<file path="src/rtl/motor_uart_pkg.sv">
// Shared types and constants for the motor-command
// serial receiver.
package motor_uart_pkg;

  typedef enum logic [2:0] {
    IDLE,
    START,
    DATA,
    STOP,
    WAIT_IDLE
  } rx_state_t;

  localparam logic [7:0] ALL_STOP = 8'd0;
  localparam logic [7:0] M1_ZERO  = 8'd64;
  localparam logic [7:0] M2_ZERO  = 8'd192;

endpackage

</file>
<file path="src/rtl/uart_rx_core.sv">
// 8N1 UART receiver: synchroniser, oversampling tick,
// framing FSM and shift register.
module uart_rx_core
  import motor_uart_pkg::*;
#(
  parameter int CLK_FREQ   = 50_000_000,
  parameter int BAUD       = 9600,
  parameter int OVERSAMPLE = 16
) (
  input  logic       clk,
  input  logic       rst_n,
  input  logic       rx,
  output logic [7:0] rx_byte,
  output logic       byte_valid,
  output logic       frame_err
);

  localparam int DIV = CLK_FREQ / (BAUD * OVERSAMPLE);
  localparam int DW  = (DIV > 1) ? $clog2(DIV) : 1;
  localparam int SW  = $clog2(OVERSAMPLE);

  localparam logic [DW-1:0] DIV_MAX = DW'(DIV - 1);
  localparam logic [SW-1:0] S_MAX   = SW'(OVERSAMPLE - 1);
  localparam logic [SW-1:0] S_MID   = SW'(OVERSAMPLE / 2);

  logic            sync1, sync2, sync3;
  logic [DW-1:0]   div_cnt;
  logic [SW-1:0]   samp_cnt;
  logic [SW-1:0]   samp_nxt;
  logic [2:0]      bit_idx;
  logic [7:0]      shreg;
  rx_state_t       state;
  logic            fall;
  logic            tick;
  logic            mid;

  assign fall     = sync3 & ~sync2;
  assign tick     = (div_cnt == DIV_MAX);
  assign samp_nxt = (samp_cnt == S_MAX) ? '0
                                        : samp_cnt + 1'b1;
  assign mid      = tick && (samp_nxt == S_MID);

  always_ff @(posedge clk or negedge rst_n) begin
    if (!rst_n) begin
      sync1      <= 1'b1;
      sync2      <= 1'b1;
      sync3      <= 1'b1;
      div_cnt    <= '0;
      samp_cnt   <= '0;
      bit_idx    <= '0;
      shreg      <= '0;
      rx_byte    <= '0;
      byte_valid <= 1'b0;
      frame_err  <= 1'b0;
      state      <= IDLE;
    end else begin
      sync1      <= rx;
      sync2      <= sync1;
      sync3      <= sync2;
      byte_valid <= 1'b0;
      frame_err  <= 1'b0;
      div_cnt    <= tick ? '0 : div_cnt + 1'b1;
      if (tick)
        samp_cnt <= samp_nxt;
      unique case (state)
        IDLE: begin
          if (fall) begin
            state    <= START;
            div_cnt  <= '0;
            samp_cnt <= '0;
          end
        end
        START: begin
          if (mid) begin
            if (!sync2) begin
              state   <= DATA;
              bit_idx <= '0;
            end else begin
              state <= IDLE;
            end
          end
        end
        DATA: begin
          if (mid) begin
            shreg   <= {sync2, shreg[7:1]};
            bit_idx <= bit_idx + 3'd1;
            if (bit_idx == 3'd7)
              state <= STOP;
          end
        end
        STOP: begin
          if (mid) begin
            if (sync2) begin
              rx_byte    <= shreg;
              byte_valid <= 1'b1;
              state      <= IDLE;
            end else begin
              frame_err <= 1'b1;
              samp_cnt  <= '0;
              state     <= WAIT_IDLE;
            end
          end
        end
        WAIT_IDLE: begin
          // samp_cnt counts consecutive high ticks here
          if (tick) begin
            if (!sync2) begin
              samp_cnt <= '0;
            end else if (samp_cnt == S_MAX) begin
              samp_cnt <= '0;
              state    <= IDLE;
            end
          end
        end
        default: state <= IDLE;
      endcase
    end
  end

endmodule

</file>
<file path="src/rtl/motor_uart_rx.sv">
// Motor-link receive end: UART core, speed decode
// and link watchdog.
module motor_uart_rx
  import motor_uart_pkg::*;
#(
  parameter int CLK_FREQ       = 50_000_000,
  parameter int BAUD           = 9600,
  parameter int OVERSAMPLE     = 16,
  parameter int TIMEOUT_CYCLES = 25_000_000
) (
  input  logic              CLOCK_50,
  input  logic              reset_n,
  input  logic              uart_in,
  output logic [7:0]        rx_byte,
  output logic              byte_valid,
  output logic              frame_err,
  output logic signed [7:0] m1_speed,
  output logic signed [7:0] m2_speed,
  output logic              cmd_valid,
  output logic              link_timeout
);

  localparam int WW = $clog2(TIMEOUT_CYCLES + 1);

  localparam logic [WW-1:0] WD_MAX = WW'(TIMEOUT_CYCLES);
  localparam logic [WW-1:0] WD_PRE = WW'(TIMEOUT_CYCLES - 1);
  localparam logic [WW-1:0] WD_ONE = WW'(1);

  logic [WW-1:0] wd_cnt;

  uart_rx_core #(
    .CLK_FREQ   (CLK_FREQ),
    .BAUD       (BAUD),
    .OVERSAMPLE (OVERSAMPLE)
  ) u_core (
    .clk        (CLOCK_50),
    .rst_n      (reset_n),
    .rx         (uart_in),
    .rx_byte    (rx_byte),
    .byte_valid (byte_valid),
    .frame_err  (frame_err)
  );

  always_ff @(posedge CLOCK_50 or negedge reset_n) begin
    if (!reset_n) begin
      m1_speed     <= '0;
      m2_speed     <= '0;
      cmd_valid    <= 1'b0;
      link_timeout <= 1'b1;
      wd_cnt       <= '0;
    end else begin
      cmd_valid <= 1'b0;
      if (byte_valid) begin
        // byte cycle is count 0, so the next one is 1
        wd_cnt       <= WD_ONE;
        link_timeout <= 1'b0;
        cmd_valid    <= 1'b1;
        if (rx_byte == ALL_STOP) begin
          m1_speed <= '0;
          m2_speed <= '0;
        end else if (!rx_byte[7]) begin
          m1_speed <= $signed(rx_byte - M1_ZERO);
        end else begin
          m2_speed <= $signed(rx_byte - M2_ZERO);
        end
      end else if (wd_cnt >= WD_PRE) begin
        wd_cnt       <= WD_MAX;
        link_timeout <= 1'b1;
        m1_speed     <= '0;
        m2_speed     <= '0;
      end else begin
        wd_cnt <= wd_cnt + 1'b1;
      end
    end
  end

endmodule

</file>
<file path="config.mk">
export PLATFORM = sky130hd
export DESIGN_NAME = motor_uart_rx
export DESIGN_NICKNAME = d
export VERILOG_FILES = /design/src/rtl/motor_uart_pkg.sv /design/src/rtl/uart_rx_core.sv /design/src/rtl/motor_uart_rx.sv
export SDC_FILE = /design/constraint.sdc
export NUM_CORES = 1
export LEC_CHECK = 0
export BUFFER_PORTS_ARGS = -buffer_cell sky130_fd_sc_hd__buf_2
export CAP_MARGIN = 20
export CORE_UTILIZATION = 35
export CTS_CLUSTER_SIZE = 25
export DETAILED_ROUTE_END_ITERATION = 8
export SETUP_SLACK_MARGIN = 0.02
export SKIP_CTS_REPAIR_TIMING = 1
export SYNTH_ARGS = -nofsm -noshare
export SYNTH_HDL_FRONTEND = slang
export SYNTH_HIERARCHICAL = 1
export SYNTH_SLANG_ARGS = --single-unit
</file>
<file path="constraint.sdc">
create_clock -name CLOCK_50 -period 5.3 [get_ports CLOCK_50]
set_input_delay 1.06 -clock CLOCK_50 [delete_from_list [all_inputs] [get_ports CLOCK_50]]
set_output_delay 1.06 -clock CLOCK_50 [all_outputs]
set_load 0.1 [all_outputs]
</file>
# Yosys cells after proc, flatten, opt, wreduce, memory -nomap -nowiden
# Index checks and enable logic that the tools add are counted.
op_classes:
  n_div: 0
  n_mul: 0
  eq_ne: 19
  add_sub_neg: 6
  muxes: 45
  n_lt_le_gt_ge: 1
  n_reduce_logical: 11
  shifts: 0
  bitwise_logic: 2
op_table:
  columns: ["operator", "count"]
  rows:
  - ["8-bit two-way mux", 7]
  - ["25-bit two-way mux", 2]
  - ["3-bit two-way mux", 12]
  - ["4-bit two-way mux", 8]
  - ["9-bit two-way mux", 3]
  - ["25-bit by 1-bit adder with 25-bit output, second input constant", 1]
  - ["25-bit >= comparator, second input constant", 1]
  - ["2-bit by 1-bit != test with 1-bit output, second input constant", 8]
  - ["3-bit case mux with 5 select lines", 1]
  - ["4-bit case mux with 3 select lines", 1]
  - ["9-bit by 1-bit adder with 9-bit output, second input constant", 1]
  - ["9-bit equality test, second input constant", 1]
  - ["1-bit two-way mux", 9]
  - ["4-bit equality test, second input constant", 2]
  - ["8-bit zero test", 1]
  - ["8-bit AND reduction", 1]
  - ["8-bit by 7-bit subtractor with 8-bit output, second input constant", 1]
  - ["8-bit subtractor, second input constant", 1]
  - ["3-bit by 2-bit equality test with 1-bit output, second input constant", 2]
  - ["3-bit equality test, second input constant", 2]
  - ["3-bit case mux with 2 select lines", 1]
  - ["2-bit AND reduction", 3]
  - ["4-bit by 1-bit adder with 4-bit output, second input constant", 1]
  - ["4-bit AND reduction", 1]
  - ["other kinds (12)", 13]
totals:
  mem_count: 0
  latchBits: 0
  rom_bits: 0
  out_inout_bits: 28
  reg_bits: 83
  ram_bits: 0

# Depth between registers and ports, before layout
logic_depth:
  word_depth: 7
  mapped_depth: 8

# Cells and area by module
# The synthesis kept the hierarchy.
modules_own_cells:
  columns: ["mod", "area_each_um2", "cells_each", "n_inst"]
  rows:
  - ["motor_uart_rx", 2227.1, 214, 1]
  - ["uart_rx_core", 1874.3, 156, 1]

# Worst setup path after synthesis
# Ideal clock, no wire load.
synth_timing:
  path_type: "register to register"
  startpoint: "register u_core.rx_byte[7]"
  endpoint: "register m2_speed[5]"
  n_path_buf: 1
  required_ps: 5165
  synth_period_minus_slack_ps: 2718
  path_slack_ps: 2582
  arrival_ps: 2583
  path_stages_with_launch: 8
  cell_sequence: "dfrtp_1 clkbuf_1 inv_2 ha_1 nor4b_1 a21oi_1 mux2i_1 o22ai_2"
synth_via:
  elab_chain_cells: 3
  elab_cells_between_ends: 5
synth_lines:
  columns: ["item", "line_no", "rtl"]
  rows:
  - ["start, declared", "uart_rx_core.sv:13", "output logic [7:0] rx_byte,"]
  - ["start signal, assigned", "uart_rx_core.sv:94", "rx_byte <= shreg;"]
  - ["8-bit zero test", "motor_uart_rx.sv:58", "if (rx_byte == ALL_STOP) begin"]
  - ["3-bit by 2-bit != test with 1-bit output (no source line) / 8-bit two-way mux (equally long branches)", null, null]
  - ["2-bit AND reduction (no source line) / 8-bit two-way mux (equally long branches)", null, null]
  - ["end signal, assigned", "motor_uart_rx.sv:64", "m2_speed <= $signed(rx_byte - M2_ZERO);"]
  - ["end, declared", "motor_uart_rx.sv:18", "output logic signed [7:0] m2_speed,"]
# Several ways; a longest one is shown, not always the timed one.
# A chain may end at the register's enable or synchronous reset.

# Final worst setup path
layout_timing:
  startpoint: "register u_core.byte_valid"
  endpoint: "output port byte_valid"
layout_lines:
  columns: ["item", "line_no", "rtl"]
  rows:
  - ["start, declared", "uart_rx_core.sv:14", "output logic byte_valid,"]
  - ["start signal, assigned", "uart_rx_core.sv:53", "byte_valid <= 1'b0;"]
  - ["start signal, assigned", "uart_rx_core.sv:60", "byte_valid <= 1'b0;"]
  - ["start signal, assigned", "uart_rx_core.sv:95", "byte_valid <= 1'b1;"]
  - ["end, declared", "motor_uart_rx.sv:15", "output logic byte_valid,"]
# No word-level cell between the ends.

==> run summary <==
Outcome: complete, no violations
Logic pwr share: 5.9%
Initial antenna violation count: 0
Delay-heaviest family, CP: buffers and inverters
DRT iter0 DRCs: 235
Sequential share of power: 50.3%
Drt via density: 5.37
Type of origin of the critical path: flip-flop
Register bit count reported by yosys: 83
Core area: 11400 µm²
Total track usage: 14.8%
Max transition margin: 39.9%
Ys flop type: dfrtp_1
WP buf/inv: 2
Post-synth cell types: 63
Nets: 407
Metal2 WL: 3.91 mm
Remaining antenna violation count after routing: 0
Maximum vdd drop: 0.000171 V
CTS Buf Count: 9
DR top layer: met4
Worst min path class: flip-flop to flip-flop
Crit Path Max Fanout: 27
Clk_lat worst skew: 340 ps
Power, Total: 0.00137 W
CTS tree: yes
# IOs: 31
Cell Chain, Critical Path: buf_4 > buf_2
Routed WL: 8.10 mm
Clk slew on worst S/H paths: 60 ps
Grt total ovfl: 0
Root buffer cell: clkbuf_16
IO Port Bufs: 30
Syn_area_per_cell: 11.1 µm²
Post-synth ARST share: 100%
CP Data Arrival Time: 1440 ps
Clk_skew: 6.69 ps
Chip width: 110 µm
Switching power: 0.000331 W
Vias in the first global route: 2841
Slew @ Worst Pin: 902 ps
Maxcap violations: 0
Post-route DRC: 0
Finish-stage setup viols: 0
Crit. End Element: primary output
Max Slew Vio Count: 0
Worst path slowest cell: buf_2
YS warnings: 6
Worst path required time: 4240 ps
Clk buf depth: 2
Setup Total Neg Slack: 0 ps
FMAX: 400 MHz
First drt pass iteration count: 4
Largest net degree at the start of global routing: 84
Layout cells sized above 1: 22.7%
Detailed-route via count: 2919
Met3 wire length: 243 µm
R2r startpoint: wd_cnt[15]
Static leakage: 2.13 nW
Post-Syn Area: 4100 µm²
Drt wl/cell: 14.9 µm
Clock group share of total power: 43.7%
Post-synth EDFFs: 0
Area growth syn-to-layout: 13.5%
Hpwl dp: 5.28 mm
# rows: 39
RSZ-0062 raised after global routing: no
Initial Util: 35.9%
Filler cell count: 1091
PD cells: 295 nW/µm²
# H-tree levels: 3
Antenna Cells: 0
Type of the worst setup path: flip-flop to primary output
Tmin final: 2500 ps
Die area: 12200 µm²
Flop-to-flop setup slack: 2980 ps
Cells after synthesis: 370
First-pass GRT wire length: 13.8 mm
Crit path from: u_core/byte_valid
Gpl congestion: 0.772
Largest stage delay, worst path: 490 ps
Fin crit share: 47.2%
Mapped Nets: 381
Most frequent cells in the layout: 79 x dfrtp_1, 29 x buf_2, 27 x nand2_1, 23 x nor2_1, 22 x xor2_1
Sequential share of the synthesized area: 50.8%
Chip Height: 110 µm
Hold path start: u_core/sync1
Clock net sink count: 83
Int Power: 0.00104 W
Most common cell after layout, fill and taps aside: dfrtp_1
Met1 WL: 3.82 mm
Sw frac: 24.1%
Fin. Hold Viols: 0
state kept, by name, summed over array words and instances (netlist names), 3 cells and up:
register / count
wd_cnt: 25
u_core/div_cnt: 9
m1_speed: 8
m2_speed: 8
u_core/rx_byte: 8
u_core/shreg: 8
u_core/samp_cnt: 4
u_core/bit_idx: 3
u_core/state: 3
cells in the mapped netlist, types with 4 or more instances:
| cell type | count | area share, % |
|---|---|---|
| dfrtp_1 | 79 | 48 |
| nand2_1 | 27 | 2.5 |
| nor2_1 | 23 | 2.1 |
| xor2_1 | 22 | 4.7 |
| a21oi_1 | 18 | 2.2 |
| nand3_1 | 18 | 2.2 |
| mux2_2 | 17 | 4.7 |
| nor3_1 | 14 | 1.7 |
| clkbuf_1 | 11 | 1.0 |
| o22ai_1 | 11 | 1.7 |
| mux2i_1 | 10 | 2.4 |
| inv_1 | 9 | 0.82 |
| ha_1 | 8 | 2.4 |
| nand4_1 | 8 | 1.2 |
| a22oi_1 | 7 | 1.3 |
| o21ai_0 | 6 | 0.73 |
| xnor2_1 | 6 | 1.3 |
| and3_1 | 5 | 0.76 |
| a31oi_1 | 4 | 0.61 |
| dfstp_2 | 4 | 2.6 |
| nor4_4 | 4 | 2.1 |
routing by layer:
| metal | global-route usage [%] | up-vias |
|---|---|---|
| li1 | - | 1415 |
| met1 | 19.5 | 1457 |
| met2 | 23.1 | 34 |
| met3 | 3.00 | 13 |
| met4 | 7.05 | 0 |
| met5 | 0 | - |
final timing paths:
path                       depth (start not counted)      endpoint
max                                                2    byte_valid
min                                                0  u_core/sync2
max reg2reg                                        4   m2_speed[3]
min reg2reg                                        0  u_core/sync2
max in group asynchronous                          2  u_core/sync2
min in group asynchronous                          1    wd_cnt[16]
cell families (layout without fill, tap and decap cells):
logic type | Yosys count | after routing | share of synthesized area [%]
AND/OR/NAND/NOR | 123 | 123 | 18.0
flip-flops | 83 | 83 | 50.8
AO/OA/AOI/OAI | 74 | 74 | 12.3
XOR/XNOR | 28 | 28 | 5.98
multiplexers | 27 | 27 | 7.11
buffers and inverters | 27 | 58 | 3.42
adder cells (fa/ha/maj) | 8 | 8 | 2.44
worst reg2reg max path, delay by kind of cell, from the launching register on:
family | cells | cell delay, ps
AO/OA/AOI/OAI | 2 | 940
flip-flops | 1 | 430
AND/OR/NAND/NOR | 2 | 790
power by group through the flow:
stage                     Clock [W]  Combinational [W]  Sequential [W]
final                      0.000601          0.0000816        0.000691
after global routing       0.000644          0.0000943        0.000697
after CTS                  0.000619          0.0000807        0.000692
after detailed placement          0          0.0000801        0.000702
after global placement            0          0.0000776        0.000702
after floorplan                   0          0.0000568        0.000695
cell type report:
class | count | area, µm² | share of cell area, %
Clock inverter | 5 | 35.0 | 0.753
Sequential cell | 83 | 2080 | 44.7
Multi-Input combinational cell | 260 | 1880 | 40.4
Tap cell | 143 | 179 | 3.85
Clock buffer | 11 | 253 | 5.43
Inverter | 10 | 37.5 | 0.807
Timing Repair Buffer | 32 | 188 | 4.03
metrics by stage:
step	cells	utilization, %	cell area, µm²	setup WS, ps	hold slack, ps
after floorplan	370	-	4100	2580	345
after detailed placement	527	38.0	4340	2950	347
after global routing	544	40.8	4650	2740	360
after global placement	527	38.0	4340	2980	345
after CTS	543	40.5	4630	2770	357
final	544	40.8	4650	2800	356
No activity file was read; power rests on OpenSTA's default activity.
